<file path="src/rtl/watch_set_ctrl.sv">
// watch_set_ctrl: button-driven date/time editor with shadow registers, one-cycle commit strobe and idle timeout.
module watch_set_ctrl #(
  parameter int TIMEOUT_SEC = 30,
  parameter int YEAR_MIN    = 1,
  parameter int YEAR_MAX    = 4095
) (
  input  logic        clk_i,
  input  logic        rst_ni,
  input  logic        clk1sec_i,
  input  logic        btn_mode_i,
  input  logic        btn_up_i,
  input  logic        btn_down_i,
  input  logic        btn_ok_i,
  input  logic [11:0] year_i,
  input  logic [7:0]  month_i,
  input  logic [7:0]  day_i,
  input  logic [7:0]  hour_i,
  input  logic [7:0]  minute_i,
  input  logic [7:0]  second_i,
  output logic        set_time_o,
  output logic [51:0] bin_time_o,
  output logic        edit_active_o,
  output logic [2:0]  edit_field_o,
  output logic        blink_o
);
  typedef enum logic [1:0] {IDLE, EDIT, COMMIT} state_e;
  localparam logic [11:0] YMIN = 12'(YEAR_MIN);
  localparam logic [11:0] YMAX = 12'(YEAR_MAX);
  localparam logic [7:0]  TO   = 8'(TIMEOUT_SEC);

  function automatic logic [7:0] dmax_f(input logic [7:0] m, input logic [11:0] y);
    logic leap;
    leap = (y[1:0] == 2'd0 && (y % 12'd100) != 12'd0) || (y % 12'd400) == 12'd0;
    return (m == 8'd2) ? (leap ? 8'd29 : 8'd28) :
           (m == 8'd4 || m == 8'd6 || m == 8'd9 || m == 8'd11) ? 8'd30 : 8'd31;
  endfunction

  function automatic logic [7:0] step_f(input logic [7:0] v, input logic [7:0] lo, input logic [7:0] hi, input logic up);
    return up ? ((v >= hi) ? lo : v + 8'd1) : ((v <= lo) ? hi : v - 8'd1);
  endfunction

  state_e      state_q, state_d;
  logic [11:0] yr_q, yr_d;
  logic [7:0]  mo_q, mo_d, dy_q, dy_d, hr_q, hr_d, mi_q, mi_d, se_q, se_d, cnt_q, cnt_d;
  logic [2:0]  field_q, field_d;
  logic        blink_q, blink_d;
  logic        step, up;
  logic [7:0]  dm_new;

  // ok and mode outrank the value buttons, so a step only happens when neither is pressed
  assign step = !btn_ok_i && !btn_mode_i && (btn_up_i || btn_down_i);
  assign up   = btn_up_i;

  always_comb begin
    state_d = state_q;
    yr_d    = yr_q;
    mo_d    = mo_q;
    dy_d    = dy_q;
    hr_d    = hr_q;
    mi_d    = mi_q;
    se_d    = se_q;
    field_d = field_q;
    cnt_d   = cnt_q;
    dm_new  = 8'd0;
    case (state_q)
      IDLE: if (btn_mode_i) begin
        {yr_d, mo_d, dy_d, hr_d, mi_d, se_d} = {year_i, month_i, day_i, hour_i, minute_i, second_i};
        field_d = 3'd0;
        cnt_d   = 8'd0;
        state_d = EDIT;
      end
      EDIT: if (btn_ok_i) begin
        state_d = COMMIT;
        cnt_d   = 8'd0;
      end else if (btn_mode_i) begin
        field_d = (field_q >= 3'd5) ? 3'd0 : field_q + 3'd1;
        cnt_d   = 8'd0;
      end else if (step) begin
        cnt_d = 8'd0;
        case (field_q)
          3'd0:    yr_d = up ? ((yr_q >= YMAX) ? YMIN : yr_q + 12'd1) : ((yr_q <= YMIN) ? YMAX : yr_q - 12'd1);
          3'd1:    mo_d = step_f(mo_q, 8'd1, 8'd12, up);
          3'd2:    dy_d = step_f(dy_q, 8'd1, dmax_f(mo_q, yr_q), up);
          3'd3:    hr_d = step_f(hr_q, 8'd0, 8'd23, up);
          3'd4:    mi_d = step_f(mi_q, 8'd0, 8'd59, up);
          default: se_d = step_f(se_q, 8'd0, 8'd59, up);
        endcase
        dm_new = dmax_f(mo_d, yr_d);
        if (field_q <= 3'd1 && dy_d > dm_new) dy_d = dm_new;
      end else if (clk1sec_i) begin
        cnt_d = cnt_q + 8'd1;
        if (cnt_d >= TO) begin
          state_d = IDLE;
          cnt_d   = 8'd0;
        end
      end
      COMMIT: state_d = IDLE;
      default: state_d = IDLE;
    endcase
    blink_d = (state_d == EDIT) ? blink_q ^ (clk1sec_i && state_q == EDIT) : 1'b0;
  end

  always_ff @(posedge clk_i or negedge rst_ni) begin
    if (!rst_ni) begin
      state_q <= IDLE;
      {yr_q, mo_q, dy_q, hr_q, mi_q, se_q} <= '0;
      field_q <= 3'd0;
      cnt_q   <= 8'd0;
      blink_q <= 1'b0;
    end else begin
      state_q <= state_d;
      {yr_q, mo_q, dy_q, hr_q, mi_q, se_q} <= {yr_d, mo_d, dy_d, hr_d, mi_d, se_d};
      field_q <= field_d;
      cnt_q   <= cnt_d;
      blink_q <= blink_d;
    end
  end

  assign set_time_o    = state_q == COMMIT;
  assign edit_active_o = state_q != IDLE;
  assign edit_field_o  = field_q;
  assign blink_o       = blink_q;
  assign bin_time_o    = {yr_q, mo_q, dy_q, hr_q, mi_q, se_q};
endmodule

</file>
<file path="config.mk">
export PLATFORM = sky130hd
export DESIGN_NAME = watch_set_ctrl
export DESIGN_NICKNAME = d
export VERILOG_FILES = /design/src/rtl/watch_set_ctrl.sv
export SDC_FILE = /design/constraint.sdc
export NUM_CORES = 1
export LEC_CHECK = 0
export CAP_MARGIN = 20
export CORE_MARGIN = 4
export CORE_UTILIZATION = 50
export DETAILED_ROUTE_END_ITERATION = 16
export PLACE_DENSITY_LB_ADDON = 0.05
export SLEW_MARGIN = 20
export SYNTH_ARGS = -nofsm -noshare
export SYNTH_HDL_FRONTEND = slang
export SYNTH_SLANG_ARGS = --single-unit
</file>
<file path="constraint.sdc">
create_clock -name clk_i -period 6.5 [get_ports clk_i]
set_clock_uncertainty 0.1 [all_clocks]
set_input_delay 1.3 -clock clk_i [delete_from_list [all_inputs] [get_ports clk_i]]
set_output_delay 1.3 -clock clk_i [all_outputs]
set_load 0.05 [all_outputs]
</file>
==> impl_metrics.sql <==
INSERT INTO impl_metrics (metric_group, metric, value, unit) VALUES
('status', 'status', 'finished, violations left', ''),
('status', 'failed_checks', 'negative setup slack', ''),
('detailed_routing', 'detail-route-antenna-nets', '0', ''),
('sta', 'period_minus_ws_final', '6.95', 'ns'),
('sta', 'timing_worst_slew_pin_value', '0.971', 'ns'),
('setup_path', 'path_max_fanout', '4', ''),
('finish', 'layoutNonFillerInstCount', '1516', ''),
('setup_path', 'setup.worst_path.start_class', 'flop', ''),
('yosys', 'asyncSetResetFlopFracSynth', '100', '%'),
('grt', 'globalRouteOverflowTotal', '0', ''),
('hold_path', 'hold_start', 'cnt_q[5]', ''),
('yosys', 'yosys_register_bits', '66', ''),
('detailed_routing', 'met3RoutedLength', '1.46', 'mm'),
('finish', 'antennaDiodeCount', '0', ''),
('floorplan', 'die_width', '133', 'um'),
('yosys', 'post_synth_edffs', '0', ''),
('setup_path', 'rr_startpoint', 'yr_q[7]', ''),
('finish', 'design.final.nets', '1391', ''),
('floorplan', 'ios', '117', ''),
('cts', 'clk_root_buffer_cell', 'sky130_fd_sc_hd__clkbuf_16', ''),
('floorplan', 'floorplan.rows', '45', ''),
('yosys', 'netlist_instances', '1092', ''),
('yosys', 'syn-mean-instance-area', '7.17', 'um^2'),
('sta', 'final-setup-viol-count', '5', ''),
('detailed_routing', 'top_layer_used', 'met4', ''),
('floorplan', 'fp.dieH', '133', 'um'),
('cts', 'tritoncts_clock_tree', 'yes', ''),
('cts', 'cts.hold.buffers_added', '0', ''),
('floorplan', 'floorplan.die_area', '17700', 'um^2'),
('detailed_routing', 'drc_errors', '0', ''),
('setup_path', 'worst_path_largest_cell_delay', '0.55', 'ns'),
('finish', 'area_growth', '36.6', '%'),
('detailed_routing', 'wl_per_cell', '16.7', 'um'),
('sta', 'final-hold-violation-count', '0', ''),
('detailed_routing', 'vias_per_instance', '6.17', ''),
('place', 'port_buffers', '116', ''),
('grt', 'grt_first_pass_wirelength', '41.6', 'mm'),
('yosys', 'post_synthesis_instance_area', '7830', 'um^2'),
('floorplan', 'fp.coreArea', '15300', 'um^2'),
('setup_path', 'crit_top_cell', 'sky130_fd_sc_hd__buf_4', ''),
('grt', 'grt_util_all_layers', '27.7', '%'),
('sta', 'rsz0062_at_grt', 'yes', ''),
('yosys', 'yosys_most_used_dff', 'sky130_fd_sc_hd__dfrtp_1', ''),
('grt', 'grt_antenna_before_repair', '0', ''),
('grt', 'first_global_vias', '8503', ''),
('finish', 'fraction_of_final_layout_cells_sized_beyond_drive_strength_1', '19.3', '%'),
('detailed_routing', 'postRouteWirelength', '25.4', 'mm'),
('place', 'gpl.final_weighted_congestion', '0.943', ''),
('flow_run', 'maxCapViolations', '0', ''),
('hold_path', 'hold_path_end', 'cnt_q[5]', ''),
('setup_path', 'rr_endpoint', 'dy_q[0]', ''),
('setup_path', 'ff_to_ff_setup_slack', '-0.45', 'ns'),
('place', 'dp_hpwl', '18.3', 'mm'),
('yosys', 'distinct_cell_type_count_after_synthesis', '95', ''),
('grt', 'largest_net_degree_at_the_start_of_global_routing', '78', ''),
('yosys', 'synth_sequential_area_ratio', '21.1', '%'),
('cts', 'htreeDepth', '3', ''),
('sta', 'relative_slew_slack', '34.8', '%'),
('cts', 'clk_transition_reported_paths', '0.06', 'ns'),
('cts', 'skew_pair_late_insertion_delay', '0.34', 'ns'),
('yosys', 'synth-warning-count', '0', ''),
('hold_path', 'hold_path_class', 'reg2reg', ''),
('sta', 'finalCritPeriodShare', '107', '%'),
('detailed_routing', 'wl_met1', '11.4', 'mm'),
('setup_path', 'setup.worst_path.class', 'reg2reg', ''),
('sta', 'slew_viol_final', '0', ''),
('setup_path', 'endpoint_kind', 'flop', ''),
('hold_path', 'hold_path_depth', '1', ''),
('detailed_routing', 'amount_of_wire_on_met2_after_detailed_routing', '12.1', 'mm'),
('detailed_routing', 'first_pass_iters', '7', ''),
('detailed_routing', 'dr.first_iter.drc_count', '786', ''),
('setup_path', 'r2r.worst_path.cells', '31', ''),
('yosys', 'syn_nets', '1183', ''),
('setup_path', 'required', '6.67', 'ns'),
('setup_path', 'worst_setup_path_startpoint', 'yr_q[7]', ''),
('cts', 'numCtsBuffers', '9', ''),
('floorplan', 'start_util', '51.3', '%'),
('sta', 'fmax', '144', 'MHz'),
('setup_path', 'critical_path_top_delay_cell', 'sky130_fd_sc_hd__or4_4', ''),
('sta', 'post-route-worst-setup-slack', '-0.452', 'ns'),
('cts', 'cts_max_path_buffers', '2', ''),
('cts', 'clkSinkCount', '66', ''),
('detailed_routing', 'via_total_after_detailed_routing', '9349', ''),
('setup_path', 'timing.critical_path.arrival', '7.12', 'ns'),
('place', 'place.detailed.instances', '1480', '');
## per-stage QoR
stage | setup WS, ns | instance area (um^2) | utilization, % | hold slack [ns] | setup TNS [ns]
floorplan | -0.281 | 7930 | - | 0.379 | -0.652
global placement | -0.389 | 10100 | 65.9 | 0.414 | -1.69
detailed placement | -0.465 | 10100 | 65.9 | 0.431 | -2.07
CTS | -0.173 | 10500 | 68.8 | 0.445 | -0.707
global route | -0.763 | 10700 | 70.0 | 0.490 | -3.77
finish | -0.452 | 10700 | 70.0 | 0.440 | -2.10
## worst max-delay path: cells and delay by family (launching register included)
kind | cells | cell delay, ns
and+or+nand+nor | 9 | 2.70
AOI/OAI and AO/OA | 13 | 2.29
buffers and inverters | 6 | 0.74
adders and majority gates | 2 | 0.51
DFF | 1 | 0.44
muxes | 1 | 0.11
## layer usage
metal  vias to the layer above  global-route usage, %
li1                       4543                      -
met1                      4409                   38.8
met2                       363                   45.5
met3                        34                   3.32
met4                         0                   7.43
met5                         -                      0
## kinds of logic (layout without fill, tap and decap cells)
kind of cell,Yosys count,in the layout,synth area share (%)
adder cells (fa/ha/maj),34,34,5.37
flip-flops,66,66,21.1
AO/OA/AOI/OAI,403,403,35.4
multiplexers,16,16,2.27
AND/OR/NAND/NOR,432,432,27.1
XOR/XNOR,26,26,2.91
buffers and inverters,115,328,5.87
## sequential cells by signal, indices dropped and copies added (netlist names)
register,count
yr_q,12
cnt_q,8
dy_q,8
hr_q,8
mi_q,8
mo_q,8
se_q,8
edit_field_o,3
state_q,2
blink_o,1
## cells in the mapped netlist (8+ instances only)
library cell / count / share of area (%)
sky130_fd_sc_hd__a31oi_1: 11 / 0.88
sky130_fd_sc_hd__or3_1: 13 / 1.0
sky130_fd_sc_hd__nand2_1: 113 / 5.4
sky130_fd_sc_hd__and3_1: 12 / 0.96
sky130_fd_sc_hd__o21ai_1: 9 / 0.58
sky130_fd_sc_hd__clkbuf_1: 52 / 2.5
sky130_fd_sc_hd__mux2i_1: 11 / 1.4
sky130_fd_sc_hd__buf_2: 13 / 0.83
sky130_fd_sc_hd__nor4_1: 16 / 1.3
sky130_fd_sc_hd__a221oi_1: 8 / 0.90
sky130_fd_sc_hd__xnor2_1: 19 / 2.1
sky130_fd_sc_hd__a32oi_1: 9 / 1.0
sky130_fd_sc_hd__nor2b_1: 19 / 1.5
sky130_fd_sc_hd__dfrtp_1: 66 / 21
sky130_fd_sc_hd__a21oi_1: 101 / 6.5
sky130_fd_sc_hd__a211oi_1: 15 / 1.4
sky130_fd_sc_hd__o31ai_1: 11 / 1.1
sky130_fd_sc_hd__ha_1: 32 / 5.1
sky130_fd_sc_hd__nor2_1: 109 / 5.2
sky130_fd_sc_hd__nand2b_1: 10 / 0.80
sky130_fd_sc_hd__o22ai_1: 17 / 1.4
sky130_fd_sc_hd__o211ai_1: 22 / 2.1
sky130_fd_sc_hd__inv_1: 42 / 2.0
sky130_fd_sc_hd__o31a_1: 10 / 1.1
sky130_fd_sc_hd__nand4_1: 12 / 0.96
sky130_fd_sc_hd__o21ai_0: 81 / 5.2
sky130_fd_sc_hd__nor3_1: 39 / 2.5
sky130_fd_sc_hd__nand3_1: 46 / 2.9
## worst max path at each step
stage,to,cells after the start,slack (ns)
floorplan,dy_q[1],31,-0.28
global placement,dy_q[1],30,-0.39
detailed placement,dy_q[1],30,-0.46
CTS,dy_q[0],33,-0.17
global route,dy_q[2],33,-0.76
finish,dy_q[0],31,-0.45
## timing repair
| action | 4_1_cts | 5_1_grt |
|---|---|---|
| buffers inserted | 12 | 7 |
| gates resized for setup | 7 | 27 |
| pin swaps | 15 | 28 |
| endpoints found under the setup margin | 5 | 5 |
| hold endpoints to repair | 0 | 0 |
## cell type report
type                       count  area (um^2)
multi-input combinational    911         5960
tap                          211          264
clock inverter                 5         78.8
fill                        1298         4570
timing repair buffer         270         2330
clock buffer                  11          233
inverter                      42          158
sequential                    66         1660
## cell usage in the layout, fill, tap and decap left out, drive strengths merged, types with 7 or more instances in the layout
master and count:
inv 42, ha 32, o31ai 13, clkdlybuf4s50 114, nand2 113, a21oi 102, a221oi 8, a211oi 17
o211ai 22, nor3 39, a32oi 9, nand4 12, o22ai 17, o31a 10, a21o 7, and3 13
nor2 109, xor2 7, nand3 46, dfrtp 66, xnor2 19, nand2b 10, o21ai 91, or2 9
a31oi 12, a21boi 7, clkbuf 11, buf 156, nor4 18, mux2i 11, nor2b 19, or3 13
Power is left out: the tool's default activity adds up to more than one toggle a clock period on the data nets, which glitch-free logic cannot reach.
